--- config.mk ---
export PLATFORM = sky130hd
export DESIGN_NAME = pipeline_hazard_ctrl
export DESIGN_NICKNAME = d
export VERILOG_FILES = /design/src/rtl/pipeline_hazard_ctrl.sv
export SDC_FILE = /design/constraint.sdc
export NUM_CORES = 1
export LEC_CHECK = 0
export ABC_AREA = 1
export BUFFER_PORTS_ARGS = -buffer_cell sky130_fd_sc_hd__buf_2
export CAP_MARGIN = 20
export CORE_MARGIN = 1.5
export CORE_UTILIZATION = 55
export CTS_BUF_LIST = sky130_fd_sc_hd__clkbuf_4 sky130_fd_sc_hd__clkbuf_8 sky130_fd_sc_hd__clkbuf_16
export CTS_CLUSTER_SIZE = 8
export DETAILED_ROUTE_END_ITERATION = 12
export GPL_TIMING_DRIVEN = 0
export PLACE_DENSITY = 0.84
export SKIP_LAST_GASP = 1
export SYNTH_ARGS = -nofsm -noshare
export SYNTH_HDL_FRONTEND = slang
export SYNTH_SLANG_ARGS = --single-unit
--- constraint.sdc ---
create_clock -name clk -period 3.3 [get_ports clk]
set_input_delay 0.165 -clock clk [delete_from_list [all_inputs] [get_ports clk]]
set_output_delay 0.165 -clock clk [all_outputs]
set_load 0.01 [all_outputs]
--- src/rtl/pipeline_hazard_ctrl.sv ---
// rtl/pipeline_hazard_ctrl.sv - hazard/stall controller for the 5-stage pipeline
module pipeline_hazard_ctrl #(
  parameter int REG_ADDR_W  = 4,
  parameter int MEM_TIMEOUT = 15
) (
  input  logic                  clk,
  input  logic                  rst_n,
  input  logic [REG_ADDR_W-1:0] id_rs1,
  input  logic [REG_ADDR_W-1:0] id_rs2,
  input  logic                  id_uses_rs1,
  input  logic                  id_uses_rs2,
  input  logic [REG_ADDR_W-1:0] ex_rd,
  input  logic                  ex_mem_read,
  input  logic                  ex_branch_taken,
  input  logic                  mem_req,
  input  logic                  mem_ack,
  output logic                  pc_en,
  output logic                  fd_en,
  output logic                  de_en,
  output logic                  em_en,
  output logic                  fd_flush,
  output logic                  de_bubble,
  output logic                  mw_bubble,
  output logic                  timeout_err,
  output logic [15:0]           stall_cnt
);

  localparam int WAIT_W = (MEM_TIMEOUT > 2) ? $clog2(MEM_TIMEOUT) : 1;

  typedef enum logic [1:0] {RUN, MEM_WAIT, ERROR} state_t;

  state_t            state, state_nxt;
  logic [WAIT_W-1:0] wait_cnt, wait_nxt;
  logic              load_use;

  // x0 is hardwired zero, so a load targeting it never creates a dependency
  assign load_use = ex_mem_read && (ex_rd != '0) &&
                    ((id_uses_rs1 && (id_rs1 == ex_rd)) ||
                     (id_uses_rs2 && (id_rs2 == ex_rd)));

  assign timeout_err = (state == ERROR);

  always_comb begin
    pc_en     = 1'b1;
    fd_en     = 1'b1;
    de_en     = 1'b1;
    em_en     = 1'b1;
    fd_flush  = 1'b0;
    de_bubble = 1'b0;
    mw_bubble = 1'b0;
    state_nxt = state;
    wait_nxt  = wait_cnt;
    if (!rst_n) begin
      {pc_en, fd_en, de_en, em_en}    = 4'b0000;
      {fd_flush, de_bubble, mw_bubble} = 3'b111;
      state_nxt = RUN;
      wait_nxt  = '0;
    end else begin
      case (state)
        RUN: begin
          if (mem_req && !mem_ack) begin
            {pc_en, fd_en, de_en, em_en} = 4'b0000;
            mw_bubble = 1'b1;
            state_nxt = MEM_WAIT;
            wait_nxt  = '0;
          end else if (ex_branch_taken) begin
            fd_flush  = 1'b1;
            de_bubble = 1'b1;
          end else if (load_use) begin
            pc_en     = 1'b0;
            fd_en     = 1'b0;
            de_bubble = 1'b1;
          end
        end
        MEM_WAIT: begin
          // ack or abort lets the pipeline advance untouched; hazards are re-checked in RUN
          if (mem_ack || !mem_req) begin
            state_nxt = RUN;
          end else begin
            {pc_en, fd_en, de_en, em_en} = 4'b0000;
            mw_bubble = 1'b1;
            if (wait_cnt == WAIT_W'(MEM_TIMEOUT - 1)) state_nxt = ERROR;
            else                                      wait_nxt  = wait_cnt + 1'b1;
          end
        end
        default: begin
          {pc_en, fd_en, de_en, em_en} = 4'b0000;
          mw_bubble = 1'b1;
          state_nxt = ERROR;
        end
      endcase
    end
  end

  always_ff @(posedge clk) begin
    if (!rst_n) begin
      state     <= RUN;
      wait_cnt  <= '0;
      stall_cnt <= '0;
    end else begin
      state    <= state_nxt;
      wait_cnt <= wait_nxt;
      if (!pc_en && (stall_cnt != 16'hFFFF)) stall_cnt <= stall_cnt + 16'd1;
    end
  end

endmodule

# Word-level counts from Yosys, hierarchy flattened

Index checks and enable logic that the tools add are counted.

Bits in registers: 22

Add/subtract/negate cells: 2
Equality and inequality tests: 10
Mux-type cells: 30
Reductions and logical operators: 16

Operator list:

| operator              | count |
|---|---|
| $mux 1                | 19 |
| $add 16x1->16 const B | 1 |
| $ne 16x16->1 const B  | 1 |
| $mux 4                | 3 |
| $eq 4x4->1            | 2 |
| $pmux 4 s2            | 1 |
| $logic_and 1x1->1     | 6 |
| $mux 2                | 3 |
| $ne 2x2->1 const B    | 3 |
| $pmux 1 s2            | 3 |
| $add 4x1->4 const B   | 1 |
| $eq 4x4->1 const B    | 1 |
| $pmux 2 s2            | 1 |
| $reduce_and 4->1      | 1 |
| $reduce_bool 4->1     | 1 |
| $logic_not 1->1       | 3 |
| $ne 3x3->1 const B    | 1 |
| $eq 2x1->1 const B    | 1 |
| $eq 2x2->1 const B    | 1 |
| $logic_not 2->1       | 1 |
| $logic_or 1x1->1      | 2 |
| $reduce_and 2->1      | 1 |
| $reduce_bool 2->1     | 1 |

# Logic depth before layout (Yosys ltp)

Gate-level depths: netlist of run 1.

Depth after elaboration: 11
Mapped depth: 12
Gate-level depth less buffers: 11

# Least setup slack after synthesis of run 1

Ideal clock, no wire load.

Kind: register -> register
From: reg stall_cnt[0]
To: reg stall_cnt[0]
Library setup time: 0.115 ns
Arrival time: 1.549 ns
Required time: 3.185 ns
Slack: 1.636 ns
Cell stages (with the launch flop): 8
Buffers on the path: 1
Clock period less this slack: 1.664 ns
Cells stage by stage: dfxtp_1 ha_1 nand3_2 nor3_4 nand4_4 buf_2 a21oi_1 nor2_1

Longest elaborated chain between the ends: 2
Elaborated cells on any way between the ends: 3
Classes of those cells: 1 x add/sub; 1 x eq/ne; 1 x reduce/logical

RTL lines:

| what                                                  | RTL line | RTL |
|---|---|---|
| from (decl)                                           | 25       | `output logic [15:0] stall_cnt` |
| from (signal assigned)                                | 103      | `if (!pc_en && (stall_cnt != 16'hFFFF)) stall_cnt <= stall_cnt + 16'd1;` |
| branches (longest 2 deep; another with $add 16x1->16) | --       |  |

Several ways; the timed one is not identified.
A chain may end at the register's enable or synchronous reset.

# Worst setup path in the final report of run 1

From: reg state[1]
To: out pc_en

Longest elaborated chain between the ends: 3
Elaborated cells on any way between the ends: 4
Classes of those cells: 1 x eq/ne; 2 x mux; 1 x reduce/logical

RTL lines:

| what                                          | RTL line | RTL |
|---|---|---|
| from (decl)                                   | 32       | `state_t state, state_nxt;` |
| from (signal assigned)                        | 101      | `state <= state_nxt;` |
| $eq 2x1->1 or $logic_not 2->1 (tied branches) | 59       | `case (state)` |
| $pmux 1 s2 *                                  | 59       |  |
| $mux 1 *                                      | 53       | `if (!rst_n) begin` |
| to (decl)                                     | 17       | `output logic pc_en,` |

Every way passes the cells marked *; elsewhere a longest branch is shown, timed or not.

==> impl_metrics.tcl, run 1 <==
set metrics [dict create \
    drt-total-wl_mm 3.11 \
    synth_area_um2 1480 \
    drc 0 \
    cts.path.max_buffers 2 \
    holdWs_ns 0.122 \
    area_growth_pct 19.5 \
    drv_slew 0 \
    worst-path-max-fanout 10 \
    multi_input_area_um2 881 \
    first_global_vias 1296 \
    slew_headroom_pct 67.1 \
    ys_types 28 \
    power.density_nw_per_um2 284 \
    regArea_um2 440 \
    core_um2 2520 \
    grt_pass1_wl_mm 5.29 \
    first_pass_iters 5 \
    grt_max_degree 13 \
    avgRoutedWirePerCell_um 10.4 \
    ant_nets 0 \
    vdd_drop_max_mv 0.250 \
    antenna_found_initial 0 \
    start_util_pct 58.7 \
    crit_chain "nor2_1, inv_1, nor2_2, nand2_4, buf_2, inv_1, buf_4, buf_2" \
    use_met3_pct 4.03 \
    dieArea_um2 3010 \
    max-cap-violations 0 \
    fmax_ghz 0.517 \
    fin_crit_ns 1.93 \
    io_pins 44 \
    status "finished clean" \
    cts.sinks 22 \
    cts_tree "built" \
    numCtsBuffers 3 \
    top_usage_layer "met2" \
    std_cell_rows 18 \
    path_buf_inv 5 \
    die_w_um 54.9 \
    drive_gt1_share_pct 26.1 \
    vias 1494 \
    setup_viol 0 \
    synthFlopType "dfxtp_1" \
    ys_seq_elements 22 \
    power_leakage_uw 0.000845 \
    die_y_um 54.9 \
    cts-resized-gates 0 \
    cts_setup_buffers 0 \
    cp.required_ns 3.13 \
    cp-end-kind "output port" \
    grt-ovfl-total 0 \
    tightest_slew_ns 0.494 \
    use_met1_pct 32.8 \
    fin_setup_tns_ns 0 \
    synth_nets 244 \
    path_clk_slew_ns 0.12 \
    cts-htree-levels 1 \
    rsz0062_at_grt "false" \
    hold_class "in -> reg" \
    clock_skew_ns 0.00641 \
    crit_arrival_ns 1.77 \
    place_congestion 0.880 \
    period_share_pct 58.6 \
    grtUsageTotal_pct 23.6 \
    grt_use_met2_pct 38.1 \
    critPathKind "reg -> out" \
    cpPeakStageDelay_ns 0.35 \
    synth_warnings 0 \
    final_nets 292 \
    synth_area_per_cell_um2 6.70 \
    synthCells 221 \
    hold_viol 0 \
    crit_path_start_kind "flip-flop" \
    async_flop_share_pct 0 \
    drtIter0Drc 31 \
    synth_edf_count 0 \
    nFillCells 239 \
    crit_slowest_cell "dfxtp_1" \
    clock_latency_ns 0.30 \
    hold_buffers 0 \
    vias_per_cell 5.01 \
    cp_top_family "buffers and inverters" \
    port_buffers 43 \
    hpwl_mm 2.46 \
    ys_seq_area_share_pct 29.7 \
    diodes 0 \
    root_buffer "clkbuf_4" \
]
==> metal layers <==
metal	vias to the layer above	wire (um)	share of wire, %
li1	797	-	-
met1	652	1550	50
met2	43	1360	44
met4	0	23	0.74
met3	2	172	5.5
met5	-	0	0
==> per-stage QoR <==
stage	worst slack, ns	std cells	cell area, um^2	power, uW	util [%]
after detailed placement	1.50	294	1730	365	68.8
final	1.37	298	1770	502	70.2
after CTS	1.36	298	1770	509	70.2
after floorplan	1.64	221	1480	332	-
after global routing	1.18	298	1770	532	70.2
after global placement	1.51	294	1730	363	68.8
==> worst min-delay path, cell delays in order <==
cell and delay [ns]:
buf_2 0.13, nand2_1 0.07, nor2_1 0.03
==> path summary, 6_finish.rpt <==
kind	slack, ns	cells after the start	to	start
setup / recovery	1.37	8	pc_en	state[1]
hold reg to reg	0.49	2	stall_cnt[14]	stall_cnt[14]
hold / removal	0.12	3	stall_cnt[0]	rst_n
setup reg to reg	1.49	7	stall_cnt[9]	stall_cnt[0]
==> synthesized netlist by cell type, types with 3 or more instances <==
cell      n  share of area [%]
inv_1    24                6.1
inv_2     7                1.8
xor2_1   11                6.5
ha_1      3                2.5
a21oi_1  16                5.4
nor2_1   22                5.6
dfxtp_1  22                 30
nor3_1    5                1.7
xnor2_1   6                3.5
nand2_1  51                 13
nand3_1  29                9.8
==> kinds of logic after synthesis <==
logic type	count (synthesis)	share of synthesized area [%]
and+or+nand+nor	120	38.9
buffers and inverters	38	10.8
DFF	22	29.7
AOI/OAI and AO/OA	21	7.94
xor gates and xnor gates	17	10.1
adders and majority gates	3	2.53
==> final cells by class <==
cell class                      count  area share [%]
Buffer                              7            2.47
Clock buffer                        4            2.05
Inverter                           31            6.57
Multi-Input combinational cell    161            49.8
Sequential cell                    22            24.9
Tap cell                           30            2.12
Timing Repair Buffer               43            12.2
==> sequential cells by signal (all words and copies together) (netlist names) <==
signal	cells
wait_cnt	4
state	2
stall_cnt	16
==> cells in the final DEF, fill, tap and decap left out, types with 5 or more instances in the layout <==
cell type,Yosys,layout
xnor2_1,6,6
nand2_1,51,51
nand3_1,29,29
nor3_1,5,5
dfxtp_1,22,22
inv_2,7,7
a21oi_1,16,16
inv_1,24,24
nor2_1,22,22
buf_2,2,45
xor2_1,11,11
==> power by group <==
part | switching, uW | total (uW) | internal (uW) | leakage (uW)
Clock | 75.9 | 143 | 67.2 | 0.0000210
Sequential | 4.25 | 274 | 269 | 0.000178
Combinational | 50.0 | 85.3 | 35.3 | 0.000646
No activity file was read; power rests on OpenSTA's default activity.
==> run 2: changes to the inputs <==
Settings changed: CORE_UTILIZATION 55 to 46, PLACE_DENSITY 0.84 to 0.75.
Clock period 3.3 ns to 1.7 ns, I/O delays scaled along.
==> run 2 against run 1 <==
  * Cell area grew 5.2%
  * Highest routed layer unchanged
  * Critical path type unchanged
  * Clock power grew 100%
  * Non-clock buffer count grew 6
  * Sequential power grew 95%
  * Combinational power grew 110%
  * Via count grew 2.9%
  * Die area grew 18%
  * Total power grew 100%
  * Worst hold slack lost 0.10 ns
  * Largest cell class unchanged
  * First-iteration DRC count grew 45%
  * Core utilization shrank 9.2 points
  * Worst setup slack lost 1.3 ns
==> impl_metrics.tcl, run 2 (synthesis gave the netlist of run 1 again) <==
set metrics [dict create \
    diodes 0 \
    worst-path-max-fanout 10 \
    reg2reg_from "stall_cnt[0]" \
    hold_start "rst_n" \
    first_global_vias 1269 \
    hpwl_mm 2.48 \
    status "finished clean" \
    cp.required_ns 1.62 \
    final_util_pct 61.0 \
    cts-htree-levels 1 \
    dieArea_um2 3570 \
    fmax_ghz 0.626 \
    layout_common_cells "nand2_1, buf_2, nand3_1" \
    vias_per_cell 4.84 \
    cp_top_family "buffers and inverters" \
    top_regs "stall_cnt x16, wait_cnt x4, state x2" \
    start_util_pct 48.5 \
    whs_path_depth 3 \
    crit_path_start_kind "flip-flop" \
    drc 0 \
    crit_chain "nor2_2, inv_1, nor2_4, nand2_4, buf_6, inv_1, buf_4, buf_2" \
    cpPeakStageDelay_ns 0.35 \
    cts.path.max_buffers 2 \
    drtIter0Drc 45 \
    hold_class "in -> reg" \
    final_nets 298 \
    final_cells 318 \
    drt-total-wl_mm 3.28 \
    nFillCells 303 \
    critPathKind "reg -> out" \
    final_common_cell "nand2_1" \
    p_total_uw 1000 \
    ant_nets 0 \
    die_w_um 59.8 \
    root_buffer "clkbuf_4" \
    vias 1538 \
    drive_gt1_share_pct 30.7 \
    max-cap-violations 0 \
    grtUsageTotal_pct 18.5 \
    place_congestion 0.820 \
    tightest_slew_ns 0.507 \
    core_um2 3050 \
    fin_crit_ns 1.60 \
    grt_max_degree 13 \
    power_leakage_uw 0.000878 \
    rrSetupSlack_ns 0.12 \
    rsz0062_at_grt "true" \
    worst_r2r_path_depth 7 \
    clock_latency_ns 0.31 \
    setup_viol 0 \
    hold_end "stall_cnt[0]" \
    hold_buffers 0 \
    io_pins 44 \
    cts.sinks 22 \
    path_clk_slew_ns 0.12 \
    r2r-end "stall_cnt[0]" \
    period_share_pct 93.9 \
    port_buffers 43 \
    first_pass_iters 4 \
    die_y_um 59.8 \
    numCtsBuffers 3 \
    crit_slowest_cell "dfxtp_2" \
    slew_headroom_pct 66.2 \
    avgRoutedWirePerCell_um 10.3 \
    power.density_nw_per_um2 539 \
    hold_viol 0 \
    grt-ovfl-total 0 \
    antenna_found_initial 0 \
    grt_pass1_wl_mm 5.16 \
    vdd_drop_max_mv 0.469 \
    clock_skew_ns 0.00365 \
    std_cell_rows 20 \
    cp-end-kind "output port" \
    placed_area_um2 1750 \
    cts_tree "built" \
    stdcell_area_um2 1860 \
    path_buf_inv 5 \
    place_inst 308 \
    cp_common_cell "inv_1" \
    area_growth_pct 25.8 \
    largest_register_ffs 16 \
    regMostFlops "stall_cnt" \
    crit_arrival_ns 1.51 \
    drv_slew 0 \
]
==> run 2: worst min-delay path: stages <==
cell and delay [ns]:
buf_2 0.13, nand2_1 0.06, nor2_1 0.03
==> run 2: repair_timing <==
action	in CTS	in global routing
resized for setup	4	8
setup buffers	2	4
pin swaps	1	6
setup endpoints to repair	15	19
gates cloned	0	0
==> run 2: worst max-delay path by stage <==
stage                     cells past startpoint      endpoint         start
after floorplan                               7  stall_cnt[0]  stall_cnt[0]
after global placement                        7  stall_cnt[0]  stall_cnt[0]
after detailed placement                      7  stall_cnt[8]  stall_cnt[0]
after CTS                                     8         pc_en      state[1]
after global routing                         10   wait_cnt[3]   wait_cnt[0]
final                                         8         pc_en      state[1]
==> run 2: through the flow <==
stage               setup TNS, ns  hold WS, ns  worst slack [ns]
global route              -0.0299       0.0177           -0.0290
CTS                       -0.0460      0.00656           -0.0460
global placement            -1.04        0.366            -0.117
floorplan                       0        0.206            0.0355
finish                          0       0.0179             0.103
detailed placement          -1.18        0.368            -0.123
==> run 2: area by class of cell <==
type	instances	area [um^2]	area share, %
multi-input combinational	161	897	48.2
sequential	22	448	24.0
timing repair buffer	49	260	14.0
inverter	31	116	6.25
tap	44	55.1	2.95
buffer	7	50.0	2.69
clock buffer	4	36.3	1.95
==> run 2: where the power goes <==
| group | internal (uW) | total [uW] | switching (uW) |
|---|---|---|---|
| sequential | 524 | 534 | 9.84 |
| combinational | 79.6 | 181 | 102 |
| clock | 131 | 289 | 158 |
| total | 735 | 1000 | 269 |
==> run 2: routing by layer <==
metal	routed length, um	track usage, %
met1	1550	23.5
met4	70	6.67
met2	1500	32.0
met5	0	0
met3	161	2.16
==> run 3: changes to the inputs <==
--- a/constraint.sdc
+++ b/constraint.sdc
@@ -3,2 +3,2 @@
 set_output_delay 0.085 -clock clk [all_outputs]
-set_load 0.01 [all_outputs]
+set_load 0.02 [all_outputs]
==> run 3 against run 2 <==
  * Combinational power up 14%
  * Total power down 2.2%
  * Via count up 1.3%
  * Largest power group unchanged
  * Clock power down 17%
  * Highest routed layer unchanged
==> impl_metrics.tcl, run 3 (synthesis gave the netlist of run 1 again) <==
set metrics [dict create \
    crit_path_start_kind "flip-flop" \
    numCtsBuffers 3 \
    status "finished clean" \
    cts-htree-levels 1 \
    vdd_drop_max_mv 0.408 \
    grtUsageTotal_pct 19.7 \
    drt-total-wl_mm 3.40 \
    worst_r2r_path_depth 8 \
    setup_viol 0 \
    ant_nets 0 \
    area_growth_pct 28.3 \
    cpPeakStageDelay_ns 0.40 \
    hold_class "in -> reg" \
    io_pins 44 \
    drc 0 \
    path_clk_slew_ns 0.12 \
    r2r-end "stall_cnt[1]" \
    cts.sinks 22 \
    crit_slowest_cell "dfxtp_4" \
    largest_register_ffs 16 \
    port_buffers 43 \
    first_pass_iters 4 \
    rrSetupSlack_ns 0.07 \
    hold_end "stall_cnt[0]" \
    hold_viol 0 \
    rsz0062_at_grt "true" \
    clock_skew_ns 0.00264 \
    power.density_nw_per_um2 516 \
    hold_start "rst_n" \
    cp.required_ns 1.94 \
    multi_input_area_um2 917 \
    nFillCells 307 \
    layout_common_cells "nand2_1, buf_2, nand3_1" \
    first_global_vias 1325 \
    antenna_found_initial 0 \
    place_congestion 0.875 \
    grt_max_degree 12 \
    slew_headroom_pct 68.5 \
    fmax_ghz 0.613 \
    final_common_cell "nand2_1" \
    cp-end-kind "flip-flop" \
    regArea_um2 447 \
    fin_crit_ns 1.63 \
    die_w_um 59.8 \
    grt_pass1_wl_mm 5.48 \
    final_nets 301 \
    crit_arrival_ns 1.87 \
    hpwl_mm 2.47 \
    cts.path.max_buffers 2 \
    root_buffer "clkbuf_4" \
    drtIter0Drc 50 \
    period_share_pct 96.0 \
    core_um2 3050 \
    crit_chain "ha_4, nand3_4, nor3_4, nand4_4, nand2_4, buf_6, nand2_1, a21oi_1" \
    cts_tree "built" \
    clock_latency_ns 0.31 \
    reg2reg_from "stall_cnt[0]" \
    vias 1558 \
    tightest_slew_ns 0.473 \
    die_y_um 59.8 \
    std_cell_rows 20 \
    diodes 0 \
    cp-startpoint "stall_cnt[0]" \
    grt-ovfl-total 0 \
    dieArea_um2 3570 \
    whs_path_depth 3 \
    top_regs "stall_cnt x16, wait_cnt x4, state x2" \
    regMostFlops "stall_cnt" \
    power_leakage_uw 0.000889 \
    holdWs_ns 0.0229 \
    max-cap-violations 0 \
    start_util_pct 48.5 \
    vias_per_cell 4.87 \
    critPathKind "reg -> reg" \
    drive_gt1_share_pct 31.2 \
    fin_setup_tns_ns 0 \
    worst-path-max-fanout 10 \
    avgRoutedWirePerCell_um 10.6 \
    drv_slew 0 \
]
-- run 3: where the power goes --
| group | switching (uW) | leakage [uW] | internal (uW) |
|---|---|---|---|
| Sequential | 10.8 | 0.000179 | 524 |
| Combinational | 119 | 0.000696 | 88.3 |
| Clock | 157 | 0.0000138 | 83.0 |
-- run 3: how the worst max path moves through the flow --
stage          cells after the start            to
2_1_floorplan                      7  stall_cnt[0]
3_3_place_gp                       7  stall_cnt[0]
3_5_place_dp                       7  stall_cnt[0]
4_1_cts                            8         pc_en
5_1_grt                           10   wait_cnt[3]
6_report                           8  stall_cnt[1]
-- run 3: metrics by stage --
| stage | total power [uW] | util (%) | setup slack [ns] | area (um^2) | instances |
|---|---|---|---|---|---|
| detailed placement | 724 | 57.5 | -0.0857 | 1750 | 308 |
| finish | 982 | 62.3 | 0.0683 | 1900 | 320 |
| global route | 1020 | 62.3 | -0.00674 | 1900 | 320 |
| global placement | 721 | 57.5 | -0.0665 | 1750 | 308 |
| floorplan | 661 | - | 0.0470 | 1480 | 221 |
| CTS | 966 | 59.6 | -0.0454 | 1820 | 315 |
-- run 3: critical path: cells and delay by family (launching register included) --
kind                     cells  cell delay [ns]
AO/OA/AOI/OAI                1             0.14
adder cells (fa/ha/maj)      1             0.16
buffers and inverters        1             0.14
flip-flops                   1             0.40
AND/OR/NAND/NOR              5             0.72
-- run 3: timing repair --
action / CTS / global route
pin swaps: 2 / 6
endpoints found under the setup margin: 13 / 19
setup buffers: 4 / 5
hold buffers: 0 / 0
gates resized for setup: 4 / 11
cloned: 0 / 0
-- run 3: cell type report --
type                    instances  area share (%)
plain buffers                   7            2.96
flip-flops and latches         22            23.5
multi-input cells             161            48.3
repair buffers                 52            15.1
clock buffers                   3            1.18
well taps                      44            2.90
inverters                      31            6.12
-- run 3: routing by layer --
| layer | GRT usage [%] | up-vias | share of wire, % |
|---|---|---|---|
| li1 | - | 816 | - |
| met1 | 26.3 | 695 | 49 |
| met2 | 31.5 | 42 | 45 |
| met3 | 3.03 | 5 | 4.6 |
| met4 | 8.25 | 0 | 1.7 |
| met5 | 0 | - | 0 |
